==> src/rtl/pipe_pkg.sv <==
// Shared types and default widths for the skid-buffered pipeline stage.
package pipe_pkg;

    localparam int PIPE_CTRL_W = 12;
    localparam int PIPE_DATA_W = 56;
    localparam int PIPE_CNT_W  = 16;
    localparam int PIPE_OCC_W  = 2;

    typedef enum logic [1:0] {
        PS_EMPTY = 2'd0,
        PS_ONE   = 2'd1,
        PS_TWO   = 2'd2
    } pipe_state_t;

    function automatic logic [PIPE_OCC_W-1:0] occupancy_of(input pipe_state_t s);
        case (s)
            PS_ONE:  return 2'd1;
            PS_TWO:  return 2'd2;
            default: return 2'd0;
        endcase
    endfunction

endpackage

==> src/rtl/pipe_slot.sv <==
// One pipeline entry: control and payload registers with load enable.
// A clear zeroes only the control bits; the payload keeps its stale value.
module pipe_slot
    import pipe_pkg::*;
#(
    parameter int CTRL_W = PIPE_CTRL_W,
    parameter int DATA_W = PIPE_DATA_W
) (
    input  logic              clk,
    input  logic              rst,
    input  logic              load,
    input  logic              clear,
    input  logic [CTRL_W-1:0] d_ctrl,
    input  logic [DATA_W-1:0] d_data,
    output logic [CTRL_W-1:0] q_ctrl,
    output logic [DATA_W-1:0] q_data
);

    // Clear beats load so a squashed entry can never carry live control bits.
    always_ff @(posedge clk) begin
        if (!rst) begin
            q_ctrl <= '0;
            q_data <= '0;
        end else if (clear) begin
            q_ctrl <= '0;
        end else if (load) begin
            q_ctrl <= d_ctrl;
            q_data <= d_data;
        end
    end

endmodule

==> src/rtl/pipe_stage_skid.sv <==
// Valid/ready pipeline stage with a 2-entry skid buffer, flush and bubble masking.
// Define PIPE_STAGE_PERF_EN to add saturating stall/bubble counters.
module pipe_stage_skid
    import pipe_pkg::*;
#(
    parameter int CTRL_W = PIPE_CTRL_W,
    parameter int DATA_W = PIPE_DATA_W
`ifdef PIPE_STAGE_PERF_EN
    ,
    parameter int CNT_W  = PIPE_CNT_W
`endif
) (
    input  logic                  clk,
    input  logic                  rst,
    input  logic                  flush,
    input  logic                  in_valid,
    output logic                  in_ready,
    input  logic [CTRL_W-1:0]     in_ctrl,
    input  logic [DATA_W-1:0]     in_data,
    output logic                  out_valid,
    input  logic                  out_ready,
    output logic [CTRL_W-1:0]     out_ctrl,
    output logic [DATA_W-1:0]     out_data,
    output logic [PIPE_OCC_W-1:0] occupancy
`ifdef PIPE_STAGE_PERF_EN
    ,
    output logic [CNT_W-1:0]      stall_cnt,
    output logic [CNT_W-1:0]      bubble_cnt
`endif
);

    pipe_state_t       state, state_nxt;
    logic              accept, pop;
    logic              main_load, main_from_skid, skid_load;
    logic [CTRL_W-1:0] main_ctrl, skid_ctrl, main_d_ctrl;
    logic [DATA_W-1:0] main_data, skid_data, main_d_data;

    assign out_valid = (state != PS_EMPTY);
    assign accept    = in_valid & in_ready;
    assign pop       = out_valid & out_ready;

    always_comb begin
        state_nxt      = state;
        main_load      = 1'b0;
        main_from_skid = 1'b0;
        skid_load      = 1'b0;
        if (flush) begin
            state_nxt = PS_EMPTY;
        end else begin
            case (state)
                PS_EMPTY: begin
                    if (accept) begin
                        state_nxt = PS_ONE;
                        main_load = 1'b1;
                    end
                end
                PS_ONE: begin
                    if (accept && pop) begin
                        main_load = 1'b1;
                    end else if (accept) begin
                        state_nxt = PS_TWO;
                        skid_load = 1'b1;
                    end else if (pop) begin
                        state_nxt = PS_EMPTY;
                    end
                end
                PS_TWO: begin
                    if (pop) begin
                        state_nxt      = PS_ONE;
                        main_load      = 1'b1;
                        main_from_skid = 1'b1;
                    end
                end
                default: state_nxt = PS_EMPTY;
            endcase
        end
    end

    // in_ready is computed from the next state so it never depends on out_ready combinationally.
    always_ff @(posedge clk) begin
        if (!rst) begin
            state    <= PS_EMPTY;
            in_ready <= 1'b1;
        end else begin
            state    <= state_nxt;
            in_ready <= (state_nxt != PS_TWO);
        end
    end

    assign main_d_ctrl = main_from_skid ? skid_ctrl : in_ctrl;
    assign main_d_data = main_from_skid ? skid_data : in_data;

    pipe_slot #(.CTRL_W(CTRL_W), .DATA_W(DATA_W)) u_main (
        .clk    (clk),
        .rst    (rst),
        .load   (main_load),
        .clear  (flush),
        .d_ctrl (main_d_ctrl),
        .d_data (main_d_data),
        .q_ctrl (main_ctrl),
        .q_data (main_data)
    );

    pipe_slot #(.CTRL_W(CTRL_W), .DATA_W(DATA_W)) u_skid (
        .clk    (clk),
        .rst    (rst),
        .load   (skid_load),
        .clear  (flush),
        .d_ctrl (in_ctrl),
        .d_data (in_data),
        .q_ctrl (skid_ctrl),
        .q_data (skid_data)
    );

    assign out_ctrl  = main_ctrl & {CTRL_W{out_valid}};
    assign out_data  = main_data;
    assign occupancy = occupancy_of(state);

`ifdef PIPE_STAGE_PERF_EN
    // Counters saturate rather than wrap and survive a flush.
    always_ff @(posedge clk) begin
        if (!rst) begin
            stall_cnt  <= '0;
            bubble_cnt <= '0;
        end else begin
            if (out_valid && !out_ready && (stall_cnt != '1))
                stall_cnt <= stall_cnt + CNT_W'(1);
            if (out_ready && !out_valid && (bubble_cnt != '1))
                bubble_cnt <= bubble_cnt + CNT_W'(1);
        end
    end
`endif

endmodule

==> config.mk <==
export PLATFORM = sky130hd
export DESIGN_NAME = pipe_stage_skid
export DESIGN_NICKNAME = d
export VERILOG_FILES = /design/src/rtl/pipe_pkg.sv /design/src/rtl/pipe_slot.sv /design/src/rtl/pipe_stage_skid.sv
export SDC_FILE = /design/constraint.sdc
export NUM_CORES = 1
export LEC_CHECK = 0
export CORE_ASPECT_RATIO = 1.4
export CORE_UTILIZATION = 50
export DETAILED_ROUTE_END_ITERATION = 6
export PLACE_DENSITY = 0.8
export SLEW_MARGIN = 30
export SYNTH_ARGS = -nofsm -noshare
export SYNTH_HDL_FRONTEND = slang
export SYNTH_SLANG_ARGS = --single-unit
==> constraint.sdc <==
create_clock -name clk -period 2.1 [get_ports clk]
set_input_delay 0.42 -clock clk [delete_from_list [all_inputs] [get_ports clk]]
set_output_delay 0.42 -clock clk [all_outputs]
set_load 0.1 [all_outputs]
== Word level (Yosys, flattened, before mapping) ==
Index checks and enable logic that the tools add are counted.

* Reductions and logical operators: 6
* Multiplexer cells: 20
* Eq/ne operators: 3
* Bitwise operators: 5

{| class="wikitable"
|+ Operators by type and width
! cell !! number
|-
| two-way mux 56 bit || 1
|-
| bitwise AND 12 bit || 1
|-
| two-way mux 12 bit || 1
|-
| two-way mux 2 bit || 6
|-
| two-way mux 1 bit || 9
|-
| case mux 2 bit (3 select lines) || 1
|-
| case mux 2 bit (2 select lines) || 1
|-
| AND reduction 2 bit || 2
|-
| case mux 1 bit (3 select lines) || 1
|-
| bitwise AND 1 bit || 2
|-
| equality test 2 x 1 -> 1 bit (second input constant) || 1
|-
| equality test 2 bit (second input constant) || 1
|-
| logical NOT 2 bit || 1
|-
| inequality test 2 bit (second input constant) || 1
|-
| inverter 1 bit || 2
|-
| nonzero test 2 bit || 1
|-
| OR reduction 2 bit || 1
|-
| logical AND 1 bit || 1
|}

* Bits in registers: 139
* Logic and storage cells: 40
* Bits of input ports: 73

== Longest topological paths before layout ==
Gate-level depths: netlist of the first run.

* Word-level depth: 8
* Depth in mapped cells: 8

== Modules after synthesis ==
Synthesis of the first run repeated with hierarchy kept, for this count alone.

* Cells, all modules: 678
* Area total of the unflattened synthesis: 6590.1 sq um

{| class="wikitable"
|+ By module, submodules not included
! module !! cells an instance !! times used !! area an instance (sq um)
|-
| pipe_slot || 283 || 2 || 2692.6
|-
| pipe_stage_skid || 112 || 1 || 1204.9
|}

== Least setup slack after synthesis of the first run ==
No wires, ideal clock.

* Path kind: reg-to-output
* From: register state[1]
* To: output port out_ctrl[0]
* Stages on the path, launching flop included: 5
* Arrival: 2.080 ns
* Slack: -0.400 ns
* Data required time: 1.680 ns
* Buffers on the path: 2
* Cell sequence: dfxtp_1 > buf_4 > nor2_1 > clkbuf_1 > nor2b_1

* Word-level cells in the longest chain between the ends: 2

{| class="wikitable"
|+ RTL lines
! what !! line !! source
|-
| start: declaration || pipe_stage_skid.sv:32 || <nowiki>pipe_state_t state, state_nxt;</nowiki>
|-
| start signal: assignment || pipe_stage_skid.sv:85 || <nowiki>state <= state_nxt;</nowiki>
|-
| nonzero test 2 bit || pipe_stage_skid.sv:38 || <nowiki>assign out_valid = (state != PS_EMPTY);</nowiki>
|-
| bitwise AND 12 bit || pipe_stage_skid.sv:115 || <nowiki>assign out_ctrl = main_ctrl & {CTRL_W{out_valid}};</nowiki>
|-
| end: declaration || pipe_stage_skid.sv:22 || <nowiki>output logic [CTRL_W-1:0] out_ctrl,</nowiki>
|}

Every way passes these cells.

== Worst setup path in the final report of the first run ==
* From: register state[0]
* To: output port out_ctrl[6]

Same word-level chain as after synthesis.

==> impl_metrics.toml, run 1 <==
[synthesis]
ys_warn_count = 0
synthesis.area_um2 = 5950
synth_seq_cells = 139
synth_nets = 709
synth_cells = 636
async_flop_share_pct = 0
yosys_most_used_dff = "dfxtp_1"
syn_area_per_cell_um2 = 9.36
synth_seq_area_share_pct = 46.7
synth_edf_count = 0
synth_cell_types = 33

[die]
core_um2 = 11500
die_area_um2 = 12400
initial_core_util_pct = 52.0
ios = 145
die_w_um = 94.2
die_h_um = 131
rows = 46

[global_routing]
grt_pass1_wl_um = 22800
grt_usage_pct = 23.2
grt_max_degree = 77
antenna_found_initial = 0
grt.overflow.total = 0
grt_pass1_vias = 4874

[cts]
cts_made_buffers = 17
clk_latency_ns = 0.40
cts-htree-levels = 4
cts_sinks = 139
cts.reportedPaths.clkPinSlew_ns = 0.06
cts_setup_buffers = 0
root_buffer = "clkbuf_16"
clockBufferDepth = 2
cts_tree = "done"

[drt]
antenna_left = 0
drt_iter0_markers = 206
totalWireLength_um = 14000
wl_per_cell_um = 15.3
vias = 4894
viasPerCell = 5.33
firstDrtPassIters = 4
remaining_drc_errors = 0

[pwr]
intPower_mw = 5.00
power_density_nw_per_um2 = 875
finalPower_mw = 7.08
peakVddDrop_mv = 0.751
p_clk_share_pct = 41.1
power.leakage_nw = 3.41
p_comb_share_pct = 19.1
power_frac_seq_pct = 39.7
switchingPower_mw = 2.08
p_sw_share_pct = 29.4

[timing]
drv_slew = 0
fmax_ghz = 0.501
maxSlewHeadroom_pct = 73.9
skew_ns = 0.00558
finalWorstPathRequiredPeriod_ns = 2.00
setup_viol = 0
finalHoldViolations = 0
rsz0062_at_grt = "no"
fin_crit_sh_pct = 95.0
holdWs_ns = 0.454
worstMarginPinSlew_ns = 0.391

[worst_setup_path]
crit_path_end_kind = "output pin"
criticalPathCategory = "flop to output pin"
required_ns = 1.68
start_kind = "flop"
arrival_ns = 1.58
cp_max_fo = 13

[final_layout]
antenna_cells = 0
drive_gt1_share_pct = 17.2
final_cell_mix = "nand2_1 (192), dfxtp_1 (137), clkdlybuf4s50_1 (71)"
fin_nets = 835
area_growth_pct = 35.8
final_common_cell = "nand2_1"

[placed_design]
dpl.hpwl_um = 9480
portBuffers = 144
gp_congestion = 0.816

[run]
maxCapViolCount = 0

[min_path]
hold_class = "flop to flop"

[run_status]
status = "finished, final reports clean"
## metal layers
layer | wire length, um | global-route usage (%) | vias to the layer above
met2 | 7240 | 40.9 | 132
li1 | - | - | 2427
met5 | 0 | 0 | -
met4 | 380 | 10.2 | 0
met3 | 668 | 5.67 | 30
met1 | 5720 | 25.8 | 2305
## final cells by class
cell class / count / area, um2
clock buffer: 18 / 429
sequential: 139 / 2790
clock inverter: 13 / 153
multi-input combinational: 441 / 2860
fill: 840 / 3370
inverter: 1 / 3.75
tap: 144 / 180
timing repair buffer: 162 / 1680
## final timing paths
kind	cells after the start	slack, ns	endpoint	startpoint
worst min register to register	2	0.45	u_skid.q_data[49]	u_skid.q_data[49]
worst max register to register	6	0.39	u_skid.q_data[44]	state[0]
worst max-delay path	3	0.10	out_ctrl[6]	state[0]
worst min-delay path	2	0.45	u_skid.q_data[49]	u_skid.q_data[49]
## state kept, by name (all words and copies together), names as in the netlist
signal         count
u_main.q_ctrl     12
state              2
u_skid.q_data     56
in_ready           1
u_skid.q_ctrl     12
u_main.q_data     56
## synthesized netlist by cell type (3+ instances only)
library cell,number,share of area (%)
buf_4,10,1.3
o211a_1,56,9.4
a21boi_0,48,6.1
nand2_1,192,12
dfxtp_1,139,47
buf_6,4,0.76
buf_2,17,1.4
a21boi_1,8,1.0
a211oi_2,3,0.63
a211oi_1,9,1.1
nor2b_1,14,1.5
mux2i_1,68,11
clkbuf_1,20,1.3
nor2_1,14,0.88
a21oi_1,14,1.2
## power groups by stage
stage          registers, mW  clock network [mW]  logic (mW)
4_1_cts                 2.81                2.98        1.36
3_3_place_gp            2.86                   0        1.34
5_1_grt                 2.83                3.09        1.41
3_5_place_dp            2.87                   0        1.35
6_report                2.81                2.91        1.35
2_1_floorplan           3.49                   0       0.325
## kinds of logic after synthesis
family	count (synthesis)	synth area share (%)
compound gates	141	19.8
buf+inv	56	5.76
flops	139	46.7
mux	68	11.4
simple gates	232	16.3
## repair_timing
item	CTS	global route
setup endpoints to repair	13	3
gates resized for setup	2	1
hold buffers	0	0
pin swaps	0	0
## per-stage QoR
step	worst slack, ns	TNS (ns)	util (%)	std cells	cell area [um2]
floorplan	-0.400	-4.91	-	636	5960
global placement	0.00446	0	65.5	887	7500
detailed placement	-0.148	-8.64	65.5	887	7500
CTS	0.0143	0	70.6	918	8090
global route	0.0488	0	70.6	918	8090
finish	0.105	0	70.6	918	8090
## worst max-delay path, cell delays in order, from the launching register on
cell and delay, ns:
dfxtp_1 0.50, nor2_4 0.14, nor2b_1 0.30, buf_12 0.22
(Power assumes the default switching activity.)
==> inputs of run 2 (changes only) <==
--- a/config.mk
+++ b/config.mk
@@ -6,10 +6,13 @@
 export NUM_CORES = 1
 export LEC_CHECK = 0
 export CORE_ASPECT_RATIO = 1.4
-export CORE_UTILIZATION = 50
+export CORE_MARGIN = 5
+export CORE_UTILIZATION = 51
 export DETAILED_ROUTE_END_ITERATION = 6
-export PLACE_DENSITY = 0.8
+export GPL_ROUTABILITY_DRIVEN = 0
+export PLACE_DENSITY = 0.79
 export SLEW_MARGIN = 30
 export SYNTH_ARGS = -nofsm -noshare
 export SYNTH_HDL_FRONTEND = slang
+export SYNTH_HIERARCHICAL = 1
 export SYNTH_SLANG_ARGS = --single-unit
==> impl_metrics.toml, run 2 <==
[synthesis]
synth_cell_types = 25
synth_top_area_share_pct = 42.2
synthesis.area_um2 = 6590
post-synth-top-count-cell = "nand2_1"
synth_edf_count = 0
synth_common_cells = "nand2_1 (225), dfxtp_1 (139), mux2i_1 (137)"
async_flop_share_pct = 0
yosys_most_used_dff = "dfxtp_1"
yosysTopAreaCell = "dfxtp_1"
synth_seq_cells = 139
synth_nets = 751
ys_warn_count = 6
synth_seq_area_share_pct = 42.2
synth.area.top_cells = "dfxtp_1 (42%), mux2i_1 (21%), nand2_1 (13%), mux2_2 (8.2%), mux2_4 (4.6%)"
syn_area_per_cell_um2 = 9.72
synth_cells = 678

[drt]
antenna_left = 0
drt_iter0_markers = 142
totalWireLength_um = 15100
remaining_drc_errors = 0
vias = 4990
firstDrtPassIters = 5
viasPerCell = 5.12
wl_per_cell_um = 15.5

[timing]
finalHoldViolations = 0
skew_ns = 0.00773
setup_viol = 0
maxSlewHeadroom_pct = 66.7
rsz0062_at_grt = "yes"
setup_slack_ns = 0.0607
drv_slew = 0
setup_tns_ns = 0
finalWorstPathRequiredPeriod_ns = 2.04
fin_crit_sh_pct = 97.1
fmax_ghz = 0.490
worstMarginPinSlew_ns = 0.500

[global_routing]
grt_max_degree = 91
antenna_found_initial = 0
grt.overflow.total = 0
grt_usage_pct = 19.8
grt_pass1_vias = 5154
grt_pass1_wl_um = 24500

[placed_design]
dp.cells = 943
pre_cts_ws_ns = -0.0970
portBuffers = 144
dpl.hpwl_um = 10700
dpl-instance-area_um2 = 8110

[final_layout]
area_growth_pct = 32.5
fin_nets = 882
final_area_um2 = 8730
final_common_cell = "nand2_1"
antenna_cells = 0
final_cell_mix = "nand2_1 (225), dfxtp_1 (138), mux2i_1 (137)"
drive_gt1_share_pct = 24.2
final_core_util_pct = 68.5
top_regs = "u_main/q_data: 56 flops, u_skid/q_data: 56 flops"
instances_no_fill = 975

[worst_setup_path]
slowest_stage = "dfxtp_1"
criticalPathCategory = "flop to output pin"
path_cells = "nor2_1 -> buf_4 -> nor2b_1 -> buf_12"
cp_max_fo = 13
max_stage_delay_ns = 0.45
arrival_ns = 1.62
critPathTopFamily = "flip-flops"
critical_path_buf_inv_count = 2
crit_path_end_kind = "output pin"
start_kind = "flop"
required_ns = 1.68

[pwr]
p_clk_share_pct = 45.4
p_comb_share_pct = 15.0
power.leakage_nw = 3.36
power_density_nw_per_um2 = 790
intPower_mw = 5.08
peakVddDrop_mv = 0.442
switchingPower_mw = 1.82
power_frac_seq_pct = 39.7
p_sw_share_pct = 26.3

[cts]
cts_made_buffers = 17
ctsResizeCount = 0
cts.reportedPaths.clkPinSlew_ns = 0.06
cts-htree-levels = 4
clockBufferDepth = 2
clk_latency_ns = 0.40
hold_buffers = 0
root_buffer = "clkbuf_16"
cts_setup_buffers = 0
cts_sinks = 139
cts_tree = "done"

[die]
die_w_um = 106
die_area_um2 = 15300
initial_core_util_pct = 51.7
die_h_um = 145
core_um2 = 12800
ios = 145
rows = 49

[min_path]
hold_class = "primary input to flop"

[run]
maxCapViolCount = 0

[run_status]
status = "finished, final reports clean"
==> run 2: cell types whose count changed after synthesis, moves of 8 or more <==
cell	change
a21boi_1	-8
nand2_1	+33
buf_12	+8
mux2i_1	+69
mux2_4	+20
nor2_1	+12
a21oi_1	-13
mux2_2	+48
a211oi_1	-9
a21boi_0	-48
clkbuf_1	-11
o211a_1	-56
==> run 2: metal layers <==
| metal | routed length, um | global-route usage [%] | vias up |
|---|---|---|---|
| met5 | 0 | 0 | - |
| met4 | 227 | 6.62 | 0 |
| met3 | 611 | 5.14 | 18 |
| met2 | 8100 | 36.6 | 104 |
| met1 | 6130 | 22.2 | 2373 |
| li1 | - | - | 2495 |
==> run 2: cell type report <==
cell class              count  area (um2)
clock inverters            13         191
multi-input cells         486        3380
fillers                   988        4020
inverters                   2        7.51
flip-flops and latches    139        2780
repair buffers            163        1740
well taps                 153         191
clock buffers              19         433
==> run 2: final timing paths <==
path | cells after the start | from | slack (ns) | endpoint
worst min-delay path | 2 | rst | 0.37 | in_ready
worst max register to register | 7 | state[1] | 0.17 | u_main/q_data[45]
worst max-delay path | 4 | state[0] | 0.06 | out_ctrl[1]
worst min register to register | 2 | u_main/q_data[1] | 0.46 | u_main/q_data[1]
==> run 2: through the flow <==
stage / total power [mW] / hold slack, ns
6_report: 6.90 / 0.368
5_1_grt: 7.14 / 0.392
4_1_cts: 6.96 / 0.364
3_5_place_dp: 3.83 / 0.446
3_3_place_gp: 3.80 / 0.438
2_1_floorplan: 3.51 / 0.431
==> run 2: cell families after synthesis <==
| logic type | count (synthesis) | synth area share (%) |
|---|---|---|
| compound gates | 3 | 0.342 |
| buf+inv | 53 | 6.78 |
| flops | 139 | 42.2 |
| mux | 205 | 33.6 |
| simple gates | 278 | 17.1 |
==> run 2: power groups by stage <==
stage	logic (mW)	clock network [mW]	registers (mW)
floorplan	0.388	0	3.12
global placement	1.01	0	2.79
detailed placement	1.04	0	2.79
CTS	1.04	3.19	2.74
global route	1.09	3.31	2.74
finish	1.03	3.13	2.74
==> inputs of run 3 (changes only) <==
--- a/config.mk
+++ b/config.mk
@@ -8,6 +8,7 @@
 export CORE_ASPECT_RATIO = 1.4
 export CORE_MARGIN = 5
 export CORE_UTILIZATION = 51
+export CTS_CLUSTER_SIZE = 28
 export DETAILED_ROUTE_END_ITERATION = 6
 export GPL_ROUTABILITY_DRIVEN = 0
 export PLACE_DENSITY = 0.79
==> results of run 3 <==
The final DEF is identical to that of run 2; final timing and power are the same.
==> RTL change 1 (flow settings as in run 2) <==
`PIPE_OCC_W`: 2 -> 4.
--- a/src/rtl/pipe_pkg.sv
+++ b/src/rtl/pipe_pkg.sv
@@ -6,3 +6,3 @@
     localparam int PIPE_CNT_W  = 16;
-    localparam int PIPE_OCC_W  = 2;
+    localparam int PIPE_OCC_W  = 4;
 
Interface: changed (resized occupancy); port bits go from 145 to 147. No check against the original RTL was run, so the function may have changed too.
==> RTL change 1 against run 2 <==
- area after synthesis is 0.28% higher
- sequential cell count stayed put
- wire length down 1.6%
- final area grew 0.67%
- count of clock-buffer cells in the layout is 1 higher
- setup slack gained 0.018 ns
- die area rose by 0.26%
- global-route usage is 0.72 points lower
- total power rose by 2.3%
- sequential power about the same
==> RTL change 1: results (changes against run 2) <==
setup_path:
  crit_arrival_ns: 1.60  # was 1.62 ns
  slowest_stage: "dfxtp_1"  # unchanged
  slowest_delay_ns: 0.44
  path_max_fanout: 13  # unchanged
cts:
  clk_pin_slew_worst_paths_ns: 0.06  # about the same
  root_buffer: "clkbuf_16"  # unchanged
  postCtsSetupRepairBufs: 0  # unchanged
  cts_buffers: 17  # unchanged
  cts_buffer_depth: 2  # unchanged
  clk_latency_ns: 0.40  # about the same
  ctsResizeCount: 0  # unchanged
synth:
  synthXorXnorAreaFrac_pct: 0  # unchanged
  yosys-top-cells-area: "dfxtp_1 (42%), mux2i_1 (21%), nand2_1 (13%), mux2_2 (8.2%), mux2_4 (4.5%)"  # was dfxtp_1 (42%), mux2i_1 (21%), nand2_1 (13%), mux2_2 (8.2%), mux2_4 (4.6%)
  syn_inst: 681  # was 678
  synth-async-reset-ratio_pct: 0  # unchanged
  synth_compound_area_share_pct: 0.341  # was 0.342%
  ys_seq_area_share_pct: 42.1  # was 42.2%
  synth.distinct_cells: 26  # was 25
  synthAdderAreaFrac_pct: 0  # unchanged
  synthTopCellsByCount: "nand2_1 (225), dfxtp_1 (139), mux2i_1 (137)"  # unchanged
  synth_mux_area_share_pct: 33.5  # was 33.6%
routing:
  wl_per_cell_um: 15.1  # was 15.5 µm
  drt_iter0_markers: 120  # was 142
  drt_wl_total_um: 14800  # was 15,100 µm
  wl_met2_um: 7670  # was 8100 µm
  dr.max_layer_used: "met5"  # was met4
  drt-met1-wl_um: 6250  # was 6130 µm
  met3_wirelength_um: 635  # was 611 µm
  vias: 4954  # was 4,990
  firstDrtPassIters: 4  # was 5
global_routing:
  grt_max_degree: 123  # was 91
  grt_pass1_wl_um: 23800  # was 24,500 µm
  antenna_found_initial: 1  # was 0
  grtUsageMet1_pct: 21.6  # was 22.2%
  grt_pass1_vias: 5112  # was 5,154
  grt_usage_pct: 19.1  # was 19.8%
  grt_use_met2_pct: 34.1  # was 36.6%
  met3_usage_pct: 5.10  # was 5.14%
power:
  p_total_uw: 7060  # was 6900 µW
  combinationalPower_uw: 1050
  cellLeakagePower_uw: 0.00341  # was 0.00336 µW
  internal_power_uw: 5250  # was 5080 µW
  ir_drop_uv: 511  # was 442 µV
placement:
  placed_cell_area_mm2: 0.00814  # was 0.00811 mm²
  dp_cells: 947  # was 943
  port_buffers: 144  # unchanged
  pre_cts_ws_ns: -0.0412  # was -0.0970 ns
  dpl.hpwl_um: 10500  # was 10,700 µm
layout:
  diodes: 0  # unchanged
  reg.largest.list: "u_main/q_data x56, u_skid/q_data x56"  # unchanged
  final_nets: 886  # was 882
  drive_gt1_share_pct: 24.3  # was 24.2%
sta:
  fin_worst_skew_ns: 0.00842  # was 0.00773 ns
  tightestPinTransition_ns: 0.502  # was 0.500 ns
  tns_ns: 0  # unchanged
  hold_viol_final: 0  # unchanged
run_status:
  outcome: "completed"  # unchanged
-- RTL change 1: changes by cell type after synthesis --
cell    change
conb_1      +1
buf_4       +2
-- RTL change 1: path summary, 6_finish.rpt --
path	startpoint	endpoint	slack, ns	cells past startpoint
worst max-delay path	state[0]	out_ctrl[11]	0.08	4
worst min-delay path	rst	in_ready	0.26	2
worst max register to register	state[1]	u_main/q_data[18]	0.24	6
worst min register to register	u_skid/q_data[55]	u_skid/q_data[55]	0.46	2
-- RTL change 1: worst register-to-register path: stages (launching register included) --
cell and delay, ns:
dfxtp_1 0.43, nor2b_4 0.25, and3b_4 0.26, buf_12 0.26, mux2_2 0.39, nand2_1 0.07, mux2i_1 0.08
-- RTL change 1: cell type report --
class | instances | area [µm²]
inverter | 2 | 7.51
multi-input combinational | 488 | 3390
sequential | 139 | 2780
fill | 952 | 4020
clock buffer | 20 | 457
tap | 153 | 191
clock inverter | 12 | 194
timing repair buffer | 165 | 1770
==> RTL change 2 (settings of run 2) <==
Made on the original files. Encoding of `pipe_state_t`: now one-hot (3 bits for 3 states).
--- a/src/rtl/pipe_pkg.sv
+++ b/src/rtl/pipe_pkg.sv
@@ -8,6 +8,6 @@
 
-    typedef enum logic [1:0] {
-        PS_EMPTY = 2'd0,
-        PS_ONE   = 2'd1,
-        PS_TWO   = 2'd2
+    typedef enum logic [2:0] {
+        PS_EMPTY = 3'b001,
+        PS_ONE   = 3'b010,
+        PS_TWO   = 3'b100
     } pipe_state_t;
Behaviour: no difference found for any inputs over 4 cycles, from zero or initial values and one cycle with rst low; so few cycles prove little.
==> RTL change 2 against run 2 <==
- sequential cell count grew 1
- final area grew 0.85%
- clock power shrank 1%
- total power shrank 2.8%
- global-route usage shrank 0.15 points
- highest routed layer is now met5
- wire length grew 0.20%
- area after synthesis grew 0.13%
- setup slack gained 0.00079 ns
- sequential power is essentially flat
- first-iteration DRC count shrank 5.6%
- register-to-register slack is essentially flat
- worst hold slack gained 0.054 ns
- core utilization grew 0.58 points
==> RTL change 2: results (changes against run 2) <==
run_status:
  outcome: "completed"  # unchanged
worst_hold_path:
  whs_path_depth: 3  # was 2
power:
  p_clk_uw: 3090  # was 3130 µW
  ir_drop_uv: 488  # was 442 µV
  combinationalPower_uw: 886  # was 1030 µW
  combPwrFrac_pct: 13.2  # was 15.0%
  cellLeakagePower_uw: 0.00336  # about the same
synth:
  synth.distinct_cells: 28  # was 25
  yosys-top-cells-area: "dfxtp_1 (42%), mux2i_1 (21%), nand2_1 (13%), mux2_2 (8.2%), mux2_4 (4.6%)"  # unchanged
  ys_seq_area_share_pct: 42.5  # was 42.2%
setup_path:
  regToRegEndpoint: "u_skid/q_data[36]"  # was u_main/q_data[45]
  cp_top_family: "simple AND/OR/NAND/NOR gates"  # was flip-flops
  path_max_fanout: 14  # was 13
  r2r_cells: 6  # was 7
  cp-endpoint: "out_ctrl[11]"  # was out_ctrl[1]
  slowest_delay_ns: 0.40  # was 0.45 ns
global_routing:
  grt_max_degree: 97  # was 91
  antenna_found_initial: 1  # was 0
  grt_usage_pct: 19.7  # was 19.8%
placement:
  pre_cts_ws_ns: -0.123  # was -0.0970 ns
  placed_cell_area_mm2: 0.00817  # was 0.00811 mm²
  dpl.hpwl_um: 10700  # about the same
layout:
  final_nets: 889  # was 882
sta:
  fin_worst_skew_ns: 0.00737  # was 0.00773 ns
  tightestPinTransition_ns: 0.526  # was 0.500 ns
routing:
  routed_via_density: 5.06  # was 5.12
  drt_iter0_markers: 134  # was 142
## RTL change 2: timing repair
action / CTS / global route
pin swaps: 0 / 0
endpoints found under the setup margin: 2 / 2
hold endpoints to repair: 0 / 0
gates resized for setup: 1 / 2
## RTL change 2: metal layers
metal / GRT usage, % / wire [µm] / share of wire [%] / vias to the layer above
met5: 0 / 11 / 0.073 / -
met4: 7.50 / 319 / 2.1 / 2
met3: 5.54 / 633 / 4.2 / 22
met2: 34.4 / 7750 / 51 / 115
met1: 22.9 / 6390 / 42 / 2308
li1: - / - / - / 2526
## RTL change 2: cell families after synthesis
logic type / Yosys count / share of synthesized area (%)
DFF: 140 / 42.5
xor gates and xnor gates: 1 / 0.133
AOI/OAI and AO/OA: 10 / 0.910
buffers and inverters: 53 / 6.26
muxes: 204 / 33.4
and+or+nand+nor: 276 / 16.9
## RTL change 2: final cells by class
| cell class | count | area (µm²) |
|---|---|---|
| inverter | 2 | 7.51 |
| sequential | 140 | 2810 |
| fill | 964 | 3950 |
| clock buffer | 22 | 484 |
| tap | 153 | 191 |
| timing repair buffer | 164 | 1740 |
| clock inverter | 10 | 138 |
| multi-input combinational | 491 | 3440 |
## RTL change 2: metrics by stage
stage	TNS, ns	hold slack, ns	std cells
after floorplan	-46.66	0.431	684
after global placement	-1.54	0.438	950
after detailed placement	-8.38	0.446	950
after CTS	0	0.406	982
after global routing	-0.00126	0.429	982
final	0	0.423	982
## RTL change 2: worst min path at each step
stage	from	end	slack, ns
global route	rst	u_skid/q_data[43]	0.43
finish	rst	u_skid/q_data[49]	0.42
detailed placement	u_skid/q_data[0]	u_skid/q_data[0]	0.45
CTS	rst	u_skid/q_data[49]	0.41
global placement	u_skid/q_data[0]	u_skid/q_data[0]	0.44
floorplan	u_skid/q_data[0]	u_skid/q_data[0]	0.43
